==> src/rtl/mix_pipe_datapath.sv <==
// Three-stage pipelined word mixer: IN_W-bit word -> OUT_W-bit digest, with an
// optional running XOR accumulator (mode 1) and synchronous clear.
module mix_pipe_datapath #(
  parameter int IN_W  = 8,
  parameter int OUT_W = 3,
  parameter int ACC_W = 26
) (
  input  logic             clk,
  input  logic             rst,
  input  logic             in_valid,
  output logic             in_ready,
  input  logic [IN_W-1:0]  in_data,
  input  logic             in_mode,
  input  logic             acc_clr,
  output logic             out_valid,
  input  logic             out_ready,
  output logic [OUT_W-1:0] out_data
);

  localparam int STAGES = 3;
  localparam int NCHUNK = (ACC_W + OUT_W - 1) / OUT_W;
  localparam int PAD_W  = NCHUNK * OUT_W;

  typedef struct packed {
    logic [ACC_W-1:0] t0;
    logic [3:0]       t1;
    logic             mode;
  } stage_a_t;

  typedef struct packed {
    logic [ACC_W-1:0] p;
    logic             mode;
  } stage_b_t;

  logic [STAGES:1] vld_pipe;
  logic            en;
  stage_a_t        sa, sa_d;
  stage_b_t        sb;
  logic [ACC_W-1:0] x;
  logic [PAD_W-1:0] p_pad;
  logic [OUT_W-1:0] r, acc, acc_base, mixed;

  // One enable for the whole pipe: bubbles are carried, never squeezed out.
  assign en        = !out_valid || out_ready;
  assign in_ready  = en;
  assign out_valid = vld_pipe[STAGES];

  always_comb begin
    x       = ACC_W'(in_data);
    sa_d.t0 = x + (x << 1) + ACC_W'(1);
    sa_d.t1 = x[3:0] ^ sa_d.t0[3:0];
    sa_d.mode = in_mode;
  end

  // Fold the product into OUT_W-bit chunks, top chunk zero-padded.
  always_comb begin
    p_pad = '0;
    p_pad[ACC_W-1:0] = sb.p;
    r = '0;
    for (int i = 0; i < NCHUNK; i++) r ^= p_pad[i*OUT_W +: OUT_W];
  end

  // A clear on the same edge as a mode-1 load wins first, so the item seeds acc.
  assign acc_base = acc_clr ? '0 : acc;
  assign mixed    = acc_base ^ r;

  always_ff @(posedge clk or posedge rst) begin
    if (rst) vld_pipe <= '0;
    else if (en) vld_pipe <= {vld_pipe[STAGES-1:1], in_valid};
  end

  always_ff @(posedge clk or posedge rst) begin
    if (rst) begin
      sa <= '0;
      sb <= '0;
    end else if (en) begin
      if (in_valid) sa <= sa_d;
      if (vld_pipe[1]) begin
        sb.p    <= sa.t0 * ACC_W'(sa.t1);
        sb.mode <= sa.mode;
      end
    end
  end

  always_ff @(posedge clk or posedge rst) begin
    if (rst) begin
      out_data <= '0;
      acc      <= '0;
    end else begin
      if (en && vld_pipe[2]) out_data <= sb.mode ? mixed : r;
      if (en && vld_pipe[2] && sb.mode) acc <= mixed;
      else if (acc_clr)                 acc <= '0;
    end
  end

endmodule

==> config.mk <==
export PLATFORM = sky130hd
export DESIGN_NAME = mix_pipe_datapath
export DESIGN_NICKNAME = d
export VERILOG_FILES = /design/src/rtl/mix_pipe_datapath.sv
export SDC_FILE = /design/constraint.sdc
export NUM_CORES = 1
export LEC_CHECK = 0
export CAP_MARGIN = 30
export CELL_PAD_IN_SITES_DETAIL_PLACEMENT = 2
export CELL_PAD_IN_SITES_GLOBAL_PLACEMENT = 2
export CORE_UTILIZATION = 38
export DETAILED_ROUTE_END_ITERATION = 12
export HOLD_SLACK_MARGIN = 0.08
export PLACE_DENSITY_LB_ADDON = 0.1
export REMOVE_ABC_BUFFERS = 1
export SYNTH_ARGS = -nofsm -noshare
export SYNTH_HDL_FRONTEND = slang
export SYNTH_SLANG_ARGS = --single-unit
==> constraint.sdc <==
create_clock -name clk -period 4 [get_ports clk]
set_input_delay 0.6 -clock clk [delete_from_list [all_inputs] [get_ports clk]]
set_output_delay 0.6 -clock clk [all_outputs]
set_load 0.02 [all_outputs]
==> results of run 1 <==
## cell usage after synthesis (2+ instances only)
master	number
sky130_fd_sc_hd__nor3b_1	2
sky130_fd_sc_hd__nor2_1	10
sky130_fd_sc_hd__nand3_1	6
sky130_fd_sc_hd__a21o_1	6
sky130_fd_sc_hd__mux2_2	2
sky130_fd_sc_hd__clkbuf_1	5
sky130_fd_sc_hd__nand2b_1	7
sky130_fd_sc_hd__inv_1	31
sky130_fd_sc_hd__a21oi_1	14
sky130_fd_sc_hd__o31ai_1	3
sky130_fd_sc_hd__dfrtp_1	40
sky130_fd_sc_hd__nand3b_1	3
sky130_fd_sc_hd__buf_2	5
sky130_fd_sc_hd__o211ai_1	6
sky130_fd_sc_hd__o21ai_1	5
sky130_fd_sc_hd__a211o_1	3
sky130_fd_sc_hd__xnor2_1	21
sky130_fd_sc_hd__fa_1	17
sky130_fd_sc_hd__xor2_1	9
sky130_fd_sc_hd__and2_1	28
sky130_fd_sc_hd__nor2b_1	2
sky130_fd_sc_hd__nand2_1	62
sky130_fd_sc_hd__a211oi_1	2
sky130_fd_sc_hd__o21a_1	4
sky130_fd_sc_hd__nand4_1	4
sky130_fd_sc_hd__ha_1	28
sky130_fd_sc_hd__o21ai_0	19
## layout make-up
type	instances	area, um2
Clock buffer	7	96.3
Clock inverter	1	30.0
Fill cell	914	4600
Inverter	31	116
Multi-Input combinational cell	276	2050
Sequential cell	40	1000
Tap cell	105	131
Timing Repair Buffer	19	188
## layout by cell type (no fill, tap or decap), types with 2 or more instances in the layout
| master | Yosys | final |
|---|---|---|
| sky130_fd_sc_hd__nand3_1 | 6 | 6 |
| sky130_fd_sc_hd__nand3b_1 | 3 | 3 |
| sky130_fd_sc_hd__mux2_2 | 2 | 2 |
| sky130_fd_sc_hd__and2_1 | 28 | 28 |
| sky130_fd_sc_hd__o21ai_1 | 5 | 5 |
| sky130_fd_sc_hd__nand2_1 | 62 | 62 |
| sky130_fd_sc_hd__clkdlybuf4s50_1 | 0 | 18 |
| sky130_fd_sc_hd__o211ai_1 | 6 | 6 |
| sky130_fd_sc_hd__a211o_1 | 3 | 3 |
| sky130_fd_sc_hd__xnor2_1 | 21 | 21 |
| sky130_fd_sc_hd__ha_1 | 28 | 28 |
| sky130_fd_sc_hd__o21a_1 | 4 | 4 |
| sky130_fd_sc_hd__a21o_1 | 6 | 6 |
| sky130_fd_sc_hd__o21ai_0 | 19 | 19 |
| sky130_fd_sc_hd__o31ai_1 | 3 | 3 |
| sky130_fd_sc_hd__inv_1 | 31 | 31 |
| sky130_fd_sc_hd__nor3b_1 | 2 | 2 |
| sky130_fd_sc_hd__a211oi_1 | 2 | 2 |
| sky130_fd_sc_hd__nor2_1 | 10 | 10 |
| sky130_fd_sc_hd__a21oi_1 | 14 | 14 |
| sky130_fd_sc_hd__nand4_1 | 4 | 4 |
| sky130_fd_sc_hd__fa_1 | 17 | 17 |
| sky130_fd_sc_hd__clkbuf_8 | 0 | 7 |
| sky130_fd_sc_hd__nor2b_1 | 2 | 2 |
| sky130_fd_sc_hd__dfrtp_1 | 40 | 40 |
| sky130_fd_sc_hd__nand2b_1 | 7 | 7 |
| sky130_fd_sc_hd__xor2_1 | 9 | 9 |
## power by group
part           total [mW]  leakage (nW)  switching [mW]  internal (mW)
clock               0.367        0.0645           0.147          0.220
sequential          0.709         0.493           0.148          0.561
combinational        1.77          1.11            1.01          0.752
## worst reg2reg max path, cell delays in order (launching register included)
cell and delay, ps:
sky130_fd_sc_hd__dfrtp_1 480, sky130_fd_sc_hd__and2_1 240, sky130_fd_sc_hd__fa_1 560, sky130_fd_sc_hd__inv_1 60, sky130_fd_sc_hd__fa_1 530, sky130_fd_sc_hd__inv_1 40
sky130_fd_sc_hd__ha_1 380, sky130_fd_sc_hd__o21a_1 200, sky130_fd_sc_hd__o211ai_1 160, sky130_fd_sc_hd__a31oi_1 80, sky130_fd_sc_hd__o21a_1 220, sky130_fd_sc_hd__o31a_1 240
## cells by family (layout without fill, tap and decap cells)
logic type | after synthesis | in the layout
adder cells (fa/ha/maj) | 45 | 45
multiplexers | 2 | 2
buffers and inverters | 42 | 58
XOR/XNOR | 30 | 30
AND/OR/NAND/NOR | 127 | 127
flip-flops | 40 | 40
AO/OA/AOI/OAI | 72 | 72
## registers in the layout, summed over array words and instances (netlist names)
| register | cells |
|---|---|
| acc | 3 |
| out_data | 3 |
| p_pad | 15 |
| sa | 15 |
| sb | 1 |
| vld_pipe | 3 |
## final timing paths
check | from | endpoint | slack [ps] | depth (start not counted)
min | sa[0] | sb[0] | 480 | 2
min reg2reg | sa[0] | sb[0] | 480 | 2
max in group asynchronous | rst | sa[8] | 2500 | 3
max reg2reg | sa[4] | p_pad[14] | 700 | 11
min in group asynchronous | rst | p_pad[10] | 710 | 2
max | sa[4] | p_pad[14] | 700 | 11
## through the flow
step                      setup slack (ps)  power, mW  hold slack, ps  utilization, %
final                                  700       2.84             485            44.0
after global routing                   506       3.16             515            44.0
after detailed placement               703       2.50             481            42.5
after floorplan                        973       1.99             433               -
after CTS                              671       2.91             498            44.0
after global placement                 817       2.41             452            42.5
## routing by layer
layer,routed length [um],vias up
met3,106,7
met5,0,-
met1,3430,1233
met4,106,0
met2,4210,22
li1,-,1214
==> metrics.txt, run 1 <==
# TYPE chip_impl_metric gauge
chip_impl_info{name="status",value="finished clean"} 1
chip_impl_metric{name="final-max-slew-violation-count",unit=""} 0
chip_impl_metric{name="detailed_place.area",unit="um2"} 3490
chip_impl_metric{name="synth_adder_area_share",unit="%"} 21.4
chip_impl_metric{name="dp.cells",unit=""} 471
chip_impl_metric{name="largest_net_degree_at_the_start_of_global_routing",unit=""} 30
chip_impl_metric{name="initial_utilization",unit="%"} 39.2
chip_impl_metric{name="count_of_mapped_cells_out_of_synthesis",unit=""} 358
chip_impl_metric{name="postSynthRegisterBits",unit=""} 40
chip_impl_metric{name="postCtsHoldBufs",unit=""} 0
chip_impl_metric{name="final.min_clock_period",unit="ps"} 3300
chip_impl_metric{name="grt_pass1_wl",unit="mm"} 13.7
chip_impl_metric{name="maxSlewHeadroom",unit="%"} 44.2
chip_impl_metric{name="design.core.area",unit="um2"} 8220
chip_impl_metric{name="worstPathMaxFanout",unit=""} 11
chip_impl_metric{name="min_period_over_period",unit="%"} 82.5
chip_impl_info{name="cp-start-kind",value="flop"} 1
chip_impl_metric{name="final_hold_viol_count",unit=""} 0
chip_impl_info{name="main_combinational_cell_family_by_area_after_synthesis",value="adder cells"} 1
chip_impl_metric{name="fp.dieW",unit="um"} 94.1
chip_impl_metric{name="data_arrival_time_at_the_worst_slack_endpoint",unit="ps"} 3490
chip_impl_metric{name="tightest_slew",unit="ps"} 835
chip_impl_metric{name="synthXorXnorAreaFrac",unit="%"} 8.15
chip_impl_metric{name="fin_nets",unit=""} 432
chip_impl_metric{name="gr-usage-met1",unit="%"} 24.1
chip_impl_info{name="grt.busiest_layer",value="met2"} 1
chip_impl_metric{name="post_layout_nonfiller_instances",unit=""} 479
chip_impl_metric{name="grt_pass1_vias",unit=""} 2811
chip_impl_metric{name="place.gp.congestion",unit=""} 0.792
chip_impl_metric{name="detailedPlacementHpwl",unit="mm"} 6.28
chip_impl_info{name="holdCritPathClass",value="reg2reg"} 1
chip_impl_info{name="critical_path.top_delay_family",value="adder cells"} 1
chip_impl_metric{name="power.density_cell_area",unit="nW/um2"} 786
chip_impl_metric{name="proportion_of_layout_cells_with_a_drive_suffix_above_1",unit="%"} 3.48
chip_impl_metric{name="maxCapViolations",unit=""} 0
chip_impl_metric{name="buffer_ports.inserted",unit=""} 18
chip_impl_metric{name="final.setup.tns",unit="ps"} 0
chip_impl_metric{name="fmax",unit="GHz"} 0.303
chip_impl_metric{name="synth.cell_area",unit="um2"} 3220
chip_impl_metric{name="max-clock-path-buffers",unit=""} 2
chip_impl_metric{name="clk-insertion-delay-late",unit="ps"} 300
chip_impl_metric{name="post_cts.repair.setup_buffers",unit=""} 0
chip_impl_metric{name="timing.critical_path.slowest_cell_delay",unit="ps"} 560
chip_impl_metric{name="post_cts_resized",unit=""} 0
chip_impl_metric{name="cts-htree-levels",unit=""} 2
chip_impl_metric{name="synth-compound-area-share",unit="%"} 14.4
chip_impl_metric{name="ys_warn_count",unit=""} 0
chip_impl_info{name="crit_slowest_cell",value="sky130_fd_sc_hd__fa_1"} 1
chip_impl_metric{name="worst-endpoint-required",unit="ps"} 4190
chip_impl_metric{name="synthSimpleGateAreaFrac",unit="%"} 19.1
chip_impl_metric{name="drt_first_iter_violations",unit=""} 43
chip_impl_info{name="rsz0062_at_grt",value="no"} 1
chip_impl_metric{name="leakagePower",unit="nW"} 1.67
chip_impl_info{name="critical_path.endpoint_type",value="flop"} 1
chip_impl_metric{name="clock-sinks",unit=""} 40
chip_impl_info{name="critical_path_type",value="reg2reg"} 1
chip_impl_metric{name="met2_usage_grt",unit="%"} 37.1
chip_impl_metric{name="grt.overflow.total",unit=""} 0
chip_impl_metric{name="postRouteAntennaNets",unit=""} 0
chip_impl_info{name="ys_dominant_reg_cell",value="sky130_fd_sc_hd__dfrtp_1"} 1
chip_impl_metric{name="cts_buffer_count",unit=""} 5
chip_impl_metric{name="via_per_inst",unit=""} 5.17
chip_impl_metric{name="setup_violations",unit=""} 0
chip_impl_metric{name="met3_usage",unit="%"} 2.67
chip_impl_info{name="post-synth-top-area-cell",value="sky130_fd_sc_hd__dfrtp_1"} 1
chip_impl_info{name="yosys-top-cells-area",value="sky130_fd_sc_hd__dfrtp_1 (31%), sky130_fd_sc_hd__ha_1 (11%), sky130_fd_sc_hd__fa_1 (11%), sky130_fd_sc_hd__nand2_1 (7.2%), sky130_fd_sc_hd__xnor2_1 (5.7%)"} 1
chip_impl_metric{name="synth_largest_type_area_fraction",unit="%"} 31.1
chip_impl_metric{name="pin_count",unit=""} 19
chip_impl_info{name="cts_tree",value="done"} 1
chip_impl_metric{name="postSynth.asyncResetShare",unit="%"} 100
chip_impl_metric{name="fp-row-count",unit=""} 33
chip_impl_metric{name="cts.reportedPaths.clkPinSlew",unit="ps"} 80
chip_impl_metric{name="multiplexer_fraction_of_the_synthesized_cell_area",unit="%"} 0.699
chip_impl_metric{name="die-area",unit="um2"} 8850
chip_impl_metric{name="final_cell_area",unit="um2"} 3620
chip_impl_metric{name="syn_area_per_cell",unit="um2"} 9.00
chip_impl_metric{name="clock_skew",unit="ps"} 4.38
chip_impl_info{name="clockRootBuffer",value="sky130_fd_sc_hd__clkbuf_8"} 1
chip_impl_metric{name="peak_supply_drop",unit="mV"} 0.195
chip_impl_metric{name="areaGrowthSynthToFinish",unit="%"} 12.2
chip_impl_metric{name="synth_cell_types",unit=""} 41
chip_impl_metric{name="yosysSeqAreaShare",unit="%"} 31.1
chip_impl_metric{name="chipHeight",unit="um"} 94.1
chip_impl_metric{name="dr_total_vias",unit=""} 2476
chip_impl_info{name="critical_path.cell_chain",value="and2_1 > fa_1 > inv_1 > fa_1 > inv_1 > ha_1 > o21a_1 > o211ai_1 > a31oi_1 > o21a_1 > o31a_1"} 1
chip_impl_metric{name="routed_wirelength",unit="mm"} 7.85
chip_impl_metric{name="route.detailed.drc",unit=""} 0
chip_impl_metric{name="timing.critical_path.buf_inv",unit=""} 2
chip_impl_metric{name="edff_count_synth",unit=""} 0
chip_impl_metric{name="dr.pass1.iters",unit=""} 3
chip_impl_metric{name="overall_track_demand_over_capacity_in_global_routing",unit="%"} 20.1
chip_impl_metric{name="number_of_antenna_cells_inserted",unit=""} 0
chip_impl_metric{name="route.detailed.wl_per_inst",unit="um"} 16.4
chip_impl_metric{name="antenna_found_initial",unit=""} 0
No activity file was read; power rests on OpenSTA's default activity.
==> run 2, diff against run 1 <==
Settings changed: CORE_UTILIZATION 38 to 34.
Clock period 4 ns to 2.8 ns, I/O delays scaled along.
==> run 2 against run 1 <==
Total power is 93% higher. Clock skew is 3.8 ps higher. Clock power is 35% higher. Wire length is 20% higher. Maximum frequency is 6.9% higher. The flow now finishes with violations (negative setup slack). Combinational power is 130% higher. Utilization is 2.0 points higher. Design area is 17% higher. Cell count is 12% higher. Largest cell class unchanged. Largest power group unchanged. Via count is 12% higher. Global-route usage is 0.98 points higher. Non-clock buffer count is 51 higher.
==> metrics.txt, run 2 (synthesis results as in run 1) <==
# TYPE chip_impl_metric gauge
chip_impl_info{name="status",value="finished, violations left"} 1
chip_impl_info{name="violations_in_the_final_reports",value="negative setup slack"} 1
chip_impl_metric{name="overall_track_demand_over_capacity_in_global_routing",unit="%"} 21.1
chip_impl_metric{name="power.density_cell_area",unit="nW/um2"} 1290
chip_impl_metric{name="initial_utilization",unit="%"} 35.0
chip_impl_metric{name="fin_nets",unit=""} 483
chip_impl_info{name="holdCritPathClass",value="reg2reg"} 1
chip_impl_metric{name="routed_wirelength",unit="mm"} 9.44
chip_impl_metric{name="timing.critical_path.slowest_cell_delay",unit="ps"} 540
chip_impl_metric{name="detailed_place.area",unit="um2"} 3810
chip_impl_metric{name="pin_count",unit=""} 19
chip_impl_metric{name="die-area",unit="um2"} 9870
chip_impl_metric{name="power.clock.fraction",unit="%"} 9.1
chip_impl_metric{name="areaGrowthSynthToFinish",unit="%"} 31.4
chip_impl_metric{name="postRouteAntennaNets",unit=""} 0
chip_impl_metric{name="grt.overflow.total",unit=""} 0
chip_impl_metric{name="cellInternalPower",unit="mW"} 3.09
chip_impl_info{name="rsz0062_at_grt",value="yes"} 1
chip_impl_metric{name="hold-path-cell-count",unit=""} 2
chip_impl_info{name="crit_slowest_cell",value="sky130_fd_sc_hd__fa_1"} 1
chip_impl_metric{name="maxSlewHeadroom",unit="%"} 64.6
chip_impl_metric{name="clk-insertion-delay-late",unit="ps"} 300
chip_impl_metric{name="antenna_found_initial",unit=""} 0
chip_impl_metric{name="worst_hold_slack",unit="ps"} 494
chip_impl_metric{name="max-clock-path-buffers",unit=""} 2
chip_impl_metric{name="buffer_ports.inserted",unit=""} 18
chip_impl_info{name="cts_tree",value="done"} 1
chip_impl_metric{name="peak_supply_drop",unit="mV"} 0.348
chip_impl_metric{name="final-max-slew-violation-count",unit=""} 0
chip_impl_metric{name="placement.setup.worst_slack",unit="ps"} -485
chip_impl_info{name="cp-start-kind",value="flop"} 1
chip_impl_metric{name="detailedPlacementHpwl",unit="mm"} 7.03
chip_impl_metric{name="min_period_over_period",unit="%"} 110
chip_impl_metric{name="clock_skew",unit="ps"} 8.14
chip_impl_metric{name="power.total",unit="mW"} 5.48
chip_impl_metric{name="final_hold_viol_count",unit=""} 0
chip_impl_metric{name="route.detailed.drc",unit=""} 0
chip_impl_metric{name="timing.reg2reg.worst_path_depth",unit=""} 11
chip_impl_metric{name="utilization",unit="%"} 46.1
chip_impl_metric{name="comb_power_share",unit="%"} 72.8
chip_impl_metric{name="largest_net_degree_at_the_start_of_global_routing",unit=""} 41
chip_impl_metric{name="layout_setup_ws",unit="ps"} -288
chip_impl_metric{name="design.core.area",unit="um2"} 9200
chip_impl_info{name="leading_cell_types_in_the_layout_fill_and_taps_excluded",value="sky130_fd_sc_hd__nand2_1 (60), sky130_fd_sc_hd__buf_4 (46), sky130_fd_sc_hd__dfrtp_1 (36)"} 1
chip_impl_metric{name="number_of_antenna_cells_inserted",unit=""} 0
chip_impl_metric{name="drt_first_iter_violations",unit=""} 32
chip_impl_metric{name="fmax",unit="GHz"} 0.324
chip_impl_metric{name="final_cell_area",unit="um2"} 4240
chip_impl_metric{name="final.setup.tns",unit="ps"} -1550
chip_impl_metric{name="cts_buffer_count",unit=""} 5
chip_impl_metric{name="chipHeight",unit="um"} 99.4
chip_impl_info{name="layout.cells.most_common",value="sky130_fd_sc_hd__nand2_1"} 1
chip_impl_metric{name="tightest_slew",unit="ps"} 531
chip_impl_metric{name="setup_violations",unit=""} 8
chip_impl_metric{name="route.detailed.wl_per_inst",unit="um"} 17.6
chip_impl_metric{name="via_per_inst",unit=""} 5.15
chip_impl_metric{name="clock-sinks",unit=""} 40
chip_impl_info{name="reg2reg_from",value="sa[3]"} 1
chip_impl_info{name="min_from",value="sa[0]"} 1
chip_impl_metric{name="leakagePower",unit="nW"} 1.94
chip_impl_metric{name="pwr-share-seq",unit="%"} 18.1
chip_impl_metric{name="grt_pass1_vias",unit=""} 3195
chip_impl_metric{name="cts-htree-levels",unit=""} 2
chip_impl_metric{name="dp.cells",unit=""} 519
chip_impl_info{name="clockRootBuffer",value="sky130_fd_sc_hd__clkbuf_8"} 1
chip_impl_info{name="hold-path-endpoint",value="sb[0]"} 1
chip_impl_metric{name="maxCapViolations",unit=""} 0
chip_impl_metric{name="place.gp.congestion",unit=""} 0.779
chip_impl_metric{name="cts.reportedPaths.clkPinSlew",unit="ps"} 90
chip_impl_metric{name="grt_pass1_wl",unit="mm"} 16.2
chip_impl_metric{name="worst-endpoint-required",unit="ps"} 2990
chip_impl_metric{name="data_arrival_time_at_the_worst_slack_endpoint",unit="ps"} 3280
chip_impl_info{name="critical_path.endpoint_type",value="flop"} 1
chip_impl_metric{name="fp.dieW",unit="um"} 99.4
chip_impl_metric{name="final.min_clock_period",unit="ps"} 3090
chip_impl_metric{name="dr.pass1.iters",unit=""} 4
chip_impl_info{name="critical_path_type",value="reg2reg"} 1
chip_impl_metric{name="worst-r2r-setup-slack",unit="ps"} -290
chip_impl_metric{name="sw_share",unit="%"} 43.7
chip_impl_metric{name="p_sw",unit="mW"} 2.39
chip_impl_metric{name="worstPathMaxFanout",unit=""} 6
chip_impl_metric{name="postCtsHoldBufs",unit=""} 0
chip_impl_metric{name="post_layout_nonfiller_instances",unit=""} 536
chip_impl_info{name="critical_path.cell_chain",value="and2_1 > fa_1 > inv_1 > fa_1 > inv_1 > ha_4 > o21a_1 > o211ai_1 > a31oi_2 > o21a_1 > o31a_1"} 1
chip_impl_metric{name="dr_total_vias",unit=""} 2761
chip_impl_info{name="worst_r2r_endpoint",value="p_pad[14]"} 1
chip_impl_metric{name="proportion_of_layout_cells_with_a_drive_suffix_above_1",unit="%"} 24.9
chip_impl_metric{name="fp-row-count",unit=""} 35
run 2: cell count changes in the layout (fill, tap and decap cells not counted), sizes merged:
cell / previous run / this run
buf: 1 / 52
clkinv: 0 / 2
clkbuf: 7 / 5
run 2: final cells by class:
class / instances / area [um2]
Fill cell: 997 / 4960
Multi-Input combinational cell: 276 / 2270
Sequential cell: 40 / 1010
Timing Repair Buffer: 70 / 593
Tap cell: 111 / 139
Inverter: 31 / 116
Clock buffer: 5 / 68.8
Clock inverter: 3 / 47.5
run 2: critical path: cells and delay by family (launching register included):
family,cells,cell delay (ps)
adder cells (fa/ha/maj),3,1270
AO/OA/AOI/OAI,5,940
flip-flops,1,460
AND/OR/NAND/NOR,1,190
buffers and inverters,2,120
run 2: layer usage:
| metal | global-route usage (%) | vias to the layer above | part of all wire [%] |
|---|---|---|---|
| met4 | 4.86 | 0 | 1.3 |
| met1 | 23.0 | 1405 | 40 |
| met2 | 42.8 | 23 | 57 |
| met3 | 2.53 | 11 | 1.6 |
| li1 | - | 1322 | - |
| met5 | 0 | - | 0 |
run 2: power by group through the flow:
stage          clock network [mW]  registers, mW  logic (mW)
6_report                    0.497          0.991        3.99
3_5_place_dp                    0           1.00        3.13
5_1_grt                     0.525           1.02        4.41
3_3_place_gp                    0          0.985        3.01
2_1_floorplan                   0          0.984        1.87
4_1_cts                     0.509          0.992        3.78
run 2: worst max-delay path by stage:
stage,startpoint,to,slack [ps]
after global routing,sa[2],p_pad[14],-390
after global placement,sa[4],p_pad[14],-350
final,sa[3],p_pad[14],-290
after detailed placement,sa[4],p_pad[14],-490
after CTS,sa[2],p_pad[10],-230
after floorplan,sa[4],p_pad[14],-230
run 2: repair_timing:
action | in CTS | in global routing
gates resized for setup | 45 | 15
setup buffers | 10 | 1
gates cloned | 0 | 0
endpoints found under the setup margin | 11 | 10
pin swaps | 44 | 6
